### config.mk
export PLATFORM = sky130hd
export DESIGN_NAME = backend_redirect_ctrl
export DESIGN_NICKNAME = d
export VERILOG_FILES = /design/src/rtl/backend_redirect_ctrl.sv
export SDC_FILE = /design/constraint.sdc
export NUM_CORES = 1
export LEC_CHECK = 0
export CORE_ASPECT_RATIO = 1.5
export CORE_UTILIZATION = 55
export CTS_BUF_LIST = sky130_fd_sc_hd__clkbuf_8 sky130_fd_sc_hd__clkbuf_16
export DETAILED_ROUTE_END_ITERATION = 7
export DONT_BUFFER_PORTS = 1
export GPL_TIMING_DRIVEN = 0
export PLACE_DENSITY = 0.67
export SETUP_SLACK_MARGIN = 0.5
export SYNTH_ARGS = -nofsm -noshare
export SYNTH_HDL_FRONTEND = slang
export SYNTH_SLANG_ARGS = --single-unit
### constraint.sdc
create_clock -name clk -period 4.3 [get_ports clk]
set_clock_uncertainty 0.15 [all_clocks]
set_input_delay 0.86 -clock clk [delete_from_list [all_inputs] [get_ports clk]]
set_output_delay 0.86 -clock clk [all_outputs]
set_load 0.005 [all_outputs]
### src/rtl/backend_redirect_ctrl.sv
// Backend redirect arbiter: picks the oldest mispredict/ordering violation, offers it to the
// frontend and pulses flush_o on acceptance. Define MEM_REDIRECT_EN to enable the mem_* source.
module backend_redirect_ctrl #(
  parameter int unsigned ROB_WIDTH    = 6,
  parameter int unsigned FSQ_WIDTH    = 5,
  parameter int unsigned VADDR_SIZE   = 32,
  parameter int unsigned DRAIN_CYCLES = 2
) (
  input  logic                  clk,
  input  logic                  rst,
  input  logic                  br_en,
  input  logic [ROB_WIDTH:0]    br_rob_idx,
  input  logic [FSQ_WIDTH-1:0]  br_fsq_idx,
  input  logic [VADDR_SIZE-1:0] br_target,
  input  logic                  mem_en,
  input  logic [ROB_WIDTH:0]    mem_rob_idx,
  input  logic [FSQ_WIDTH-1:0]  mem_fsq_idx,
  input  logic [VADDR_SIZE-1:0] mem_target,
  input  logic                  exc_flush,
  output logic                  redir_valid,
  input  logic                  redir_ready,
  output logic [ROB_WIDTH:0]    redir_rob_idx,
  output logic [FSQ_WIDTH-1:0]  redir_fsq_idx,
  output logic [VADDR_SIZE-1:0] redir_target,
  output logic                  redir_src,
  output logic                  flush_o,
  output logic                  busy
);

  localparam logic [3:0] DrainLoad = 4'(DRAIN_CYCLES);

  typedef enum logic [1:0] {StIdle, StHold, StDrain} state_e;

  state_e                state_q, state_d;
  logic [3:0]            cnt_q, cnt_d;
  logic [ROB_WIDTH:0]    rob_q, rob_d;
  logic [FSQ_WIDTH-1:0]  fsq_q, fsq_d;
  logic [VADDR_SIZE-1:0] tgt_q, tgt_d;
  logic                  src_q, src_d;

  // MSB of a robIdx is the wrap flag; differing flags invert the index ordering.
  function automatic logic is_older(input logic [ROB_WIDTH:0] a, input logic [ROB_WIDTH:0] b);
    if (a[ROB_WIDTH] == b[ROB_WIDTH]) begin
      return a[ROB_WIDTH-1:0] < b[ROB_WIDTH-1:0];
    end
    return a[ROB_WIDTH-1:0] > b[ROB_WIDTH-1:0];
  endfunction

  logic mem_take;
`ifdef MEM_REDIRECT_EN
  assign mem_take = mem_en & (~br_en | is_older(mem_rob_idx, br_rob_idx));
`else
  logic unused_mem;
  assign unused_mem = ^{mem_en, mem_rob_idx, mem_fsq_idx, mem_target};
  assign mem_take   = 1'b0;
`endif

  logic                  cand_valid;
  logic [ROB_WIDTH:0]    cand_rob;
  logic [FSQ_WIDTH-1:0]  cand_fsq;
  logic [VADDR_SIZE-1:0] cand_tgt;
  logic                  cand_older;

  always_comb begin
    cand_valid = br_en | mem_take;
    cand_rob   = mem_take ? mem_rob_idx : br_rob_idx;
    cand_fsq   = mem_take ? mem_fsq_idx : br_fsq_idx;
    cand_tgt   = mem_take ? mem_target  : br_target;
    // rob_q holds the offered entry in HOLD and the issued entry in DRAIN.
    cand_older = cand_valid & is_older(cand_rob, rob_q);
  end

  always_comb begin
    logic capture;
    capture = 1'b0;
    state_d = state_q;
    cnt_d   = cnt_q;
    rob_d   = rob_q;
    fsq_d   = fsq_q;
    tgt_d   = tgt_q;
    src_d   = src_q;

    if (exc_flush) begin
      state_d = StIdle;
      cnt_d   = '0;
    end else begin
      unique case (state_q)
        StIdle: capture = cand_valid;
        StHold: begin
          if (cand_older) begin
            capture = 1'b1;
          end else if (redir_ready) begin
            state_d = StDrain;
            cnt_d   = DrainLoad;
          end
        end
        StDrain: begin
          if (cand_older) begin
            capture = 1'b1;
          end else begin
            cnt_d = (cnt_q == 4'd0) ? 4'd0 : cnt_q - 4'd1;
            if (cnt_d == 4'd0) state_d = StIdle;
          end
        end
        default: state_d = StIdle;
      endcase
    end

    if (capture) begin
      state_d = StHold;
      cnt_d   = '0;
      rob_d   = cand_rob;
      fsq_d   = cand_fsq;
      tgt_d   = cand_tgt;
      src_d   = mem_take;
    end
  end

  always_ff @(posedge clk or negedge rst) begin
    if (!rst) begin
      state_q <= StIdle;
      cnt_q   <= '0;
      rob_q   <= '0;
      fsq_q   <= '0;
      tgt_q   <= '0;
      src_q   <= 1'b0;
    end else begin
      state_q <= state_d;
      cnt_q   <= cnt_d;
      rob_q   <= rob_d;
      fsq_q   <= fsq_d;
      tgt_q   <= tgt_d;
      src_q   <= src_d;
    end
  end

  always_comb begin
    redir_valid   = (state_q == StHold);
    flush_o       = redir_valid & redir_ready & ~exc_flush;
    busy          = (state_q != StIdle);
    redir_rob_idx = rob_q;
    redir_fsq_idx = fsq_q;
    redir_target  = tgt_q;
    redir_src     = src_q;
  end

endmodule

==> flow_metrics.py <==
metrics = {
    "worst_setup_path": {
        "end_kind": "register",
        "crit_top_cell": "a211oi_1",
        "endpoint": "cnt_q[2]",
        "worst-r2r-setup-slack_ns": 1.55,
        "path_delay_family": "compound AO/OA/AOI/OAI gates",
        "worst_ep_required_time_ns": 4.33,
        "worstSetupPathType": "input port to register",
        "worst-r2r-cell-count": 7,
        "worst-path-max-fanout": 7,
        "worstPathArrival_ns": 2.89,
        "reg2reg_from": "redir_rob_idx[5]",
        "start_kind": "input port",
        "critPathMaxStageDelay_ns": 0.70,
        "critPathSlowestCell": "a211oi_1",
        "r2r-end": "cnt_q[2]",
        "worstSetupStartpoint": "br_rob_idx[5]",
        "cp.depth": 6,
        "crit_buf_inv": 0,
        "path_cells": "ha_1 -> and4_4 -> a31o_1 -> a211oi_1 -> o41ai_1 -> a211oi_1",
    },
    "pwr": {
        "power_density_mw_per_mm2": 681,
        "vdd_drop_max_uv": 228,
        "leakagePower_nw": 1.33,
        "p_total_mw": 1.88,
    },
    "sta": {
        "finalCriticalPeriod_ns": 2.86,
        "fin_setup_tns_ns": 0,
        "timing.hold.ws_ns": 0.0987,
        "tightestPinTransition_ns": 0.816,
        "slew_violations": 0,
        "relSlewSlack_pct": 45.2,
        "finalSetupViolations": 0,
        "finalCritPeriodShare_pct": 66.5,
        "max_freq_mhz": 350,
        "hold_viol_final": 0,
        "rsz0062_at_grt": "false",
        "setup_slack_ns": 1.44,
    },
    "synthesis": {
        "async_reset_ff_share_pct": 100,
        "post_synth_fa_ha_maj_area_fraction_pct": 4.84,
        "synthXorXnorAreaFrac_pct": 0.339,
        "synth_top_area_cell": "dfrtp_1",
        "synth_top_family_by_area": "multiplexers",
        "synth.cell_area_mm2": 0.00258,
        "syn_inst": 186,
        "syn_area_per_cell_um2": 13.9,
        "synth-edff-count": 0,
        "synthTopCellsByArea": "dfrtp_1, mux2_4, ha_1, buf_12, mux2_2",
        "synth_ff_type": "dfrtp_1",
        "ys_seq_area_share_pct": 48.4,
        "synth_mux_area_share_pct": 26.0,
        "synth_simple_gate_area_share_pct": 7.50,
        "ys.warnings.count": 0,
        "ys_ff_latch": 50,
        "synth_cell_type_count": 42,
        "synth-compound-area-share_pct": 7.02,
        "netlist_top_cells_count": "dfrtp_1, mux2_4, inv_1, ha_1",
        "synth.most_common_cell": "dfrtp_1",
        "syn-num-nets": 290,
        "synth_top_area_share_pct": 48.4,
    },
    "placement": {
        "io_buffers": 0,
        "place_hpwl_um": 3880,
        "gp_congestion": 0.708,
        "postPlaceCellArea_mm2": 0.00265,
        "post-place-ws_ns": 1.19,
        "placed_cells": 234,
    },
    "die": {
        "die_h_um": 86.0,
        "rows": 30,
        "die_x_um": 58.0,
        "core_area_mm2": 0.00450,
        "die-area_mm2": 0.00498,
        "initial_utilization_pct": 57.4,
        "io_pins": 142,
    },
    "hold_path": {
        "hp-class": "input port to async pin",
    },
    "drt": {
        "drc": 11,
        "avgViaCountPerCell": 6.38,
        "totalWireLength_um": 5030,
        "drt_iter0_drc": 63,
        "dr.pass1.iters": 6,
        "drtAntennaViolNets": 0,
        "vias": 1545,
        "avgRoutedWirePerCell_um": 20.8,
    },
    "clocking": {
        "htreeDepth": 2,
        "worstSkewPairLatency_ns": 0.29,
        "tritoncts": "yes",
        "clock-sinks": 50,
        "cts_hold_buf": 0,
        "cts_buffers": 5,
        "clock_path_buffers": 2,
        "clockRootBuffer": "clkbuf_8",
        "clk_pin_slew_worst_paths_ns": 0.09,
        "cts_resized": 0,
        "post_cts_buffers": 0,
    },
    "global_routing": {
        "grt_pass1_wl_um": 7810,
        "grt.overflow.total": 0,
        "grt_pass1_vias": 1611,
        "antenna_found_initial": 0,
        "grtUsageTotal_pct": 20.7,
        "grt_max_degree": 51,
    },
    "layout": {
        "nNetsFinal": 297,
        "stdcell_count": 242,
        "final_core_util_pct": 61.2,
        "antenna_cells": 0,
        "final_area_mm2": 0.00276,
        "drive_gt1_share_pct": 33.5,
        "areaGrowthSynthToFinish_pct": 6.58,
    },
    "status": {
        "outcome": "finished, violations left",
        "violations": "DRC",
    },
    "run": {
        "cap_violations": 0,
    },
}
-- layout make-up --
class | count | area [um^2]
Fill cell | 376 | 1750
Sequential cell | 50 | 1250
Multi-Input combinational cell | 117 | 1180
Buffer | 8 | 108
Clock buffer | 5 | 68.8
Tap cell | 48 | 60.1
Clock inverter | 3 | 41.3
Inverter | 11 | 41.3
-- power breakdown --
part           internal [mW]  switching [mW]  leakage, nW
Clock                  0.171           0.146       0.0556
Combinational          0.420           0.251        0.675
Sequential             0.690           0.197        0.597
Total                   1.28           0.594         1.33
-- cell families (layout without fill, tap and decap cells) --
kind of cell | Yosys count | count (layout)
AO/OA/AOI/OAI | 25 | 25
XOR/XNOR | 1 | 1
adder cells (fa/ha/maj) | 10 | 10
buffers and inverters | 19 | 27
flip-flops | 50 | 50
multiplexers | 47 | 47
other | 1 | 1
AND/OR/NAND/NOR | 33 | 33
-- metal layers --
metal / share of wire, % / up-vias / global-route usage (%)
met3: 10 / 16 / 7.39
met1: 36 / 755 / 22.2
met5: 0 / - / 0
li1: - / 684 / -
met4: 2.9 / 0 / 8.01
met2: 51 / 90 / 36.3
-- cell usage in the layout, fill, tap and decap left out, types with 2 or more instances in the layout --
cell / n
dfrtp_1: 50
mux2_4: 39
inv_1: 12
ha_1: 10
nand2_1: 5
nor2b_1: 5
mux2_2: 5
clkbuf_8: 5
a21oi_1: 4
nor2_1: 4
nor3_1: 4
buf_12: 4
o31ai_1: 3
o21ai_0: 3
a211oi_1: 3
mux2i_1: 3
and3_1: 2
o21a_1: 2
nand3_1: 2
a31o_2: 2
or4_1: 2
o41ai_1: 2
-- worst reg2reg max path, stage by stage (launching register included) --
cell and delay [ns]:
dfrtp_1 0.41, inv_1 0.06, ha_1 0.32, and4_4 0.21
a31o_1 0.25, a211oi_1 0.70, o41ai_1 0.20, a211oi_1 0.36
-- sequential cells by signal, summed over array words and instances (netlist names) --
| name | cells |
|---|---|
| redir_fsq_idx | 5 |
| state_q | 2 |
| cnt_q | 4 |
| redir_target | 32 |
| redir_rob_idx | 7 |
-- worst min path at each step --
| stage | start | endpoint | slack [ns] |
|---|---|---|---|
| floorplan | redir_target[0] | redir_target[0] | 0.35 |
| finish | rst | redir_target[7] | 0.1 |
| detailed placement | redir_target[17] | redir_target[17] | 0.37 |
| global route | rst | redir_target[7] | 0.08 |
| CTS | rst | redir_target[7] | 0.09 |
| global placement | redir_fsq_idx[3] | redir_fsq_idx[3] | 0.37 |
Power figures use the tool's default switching activity.
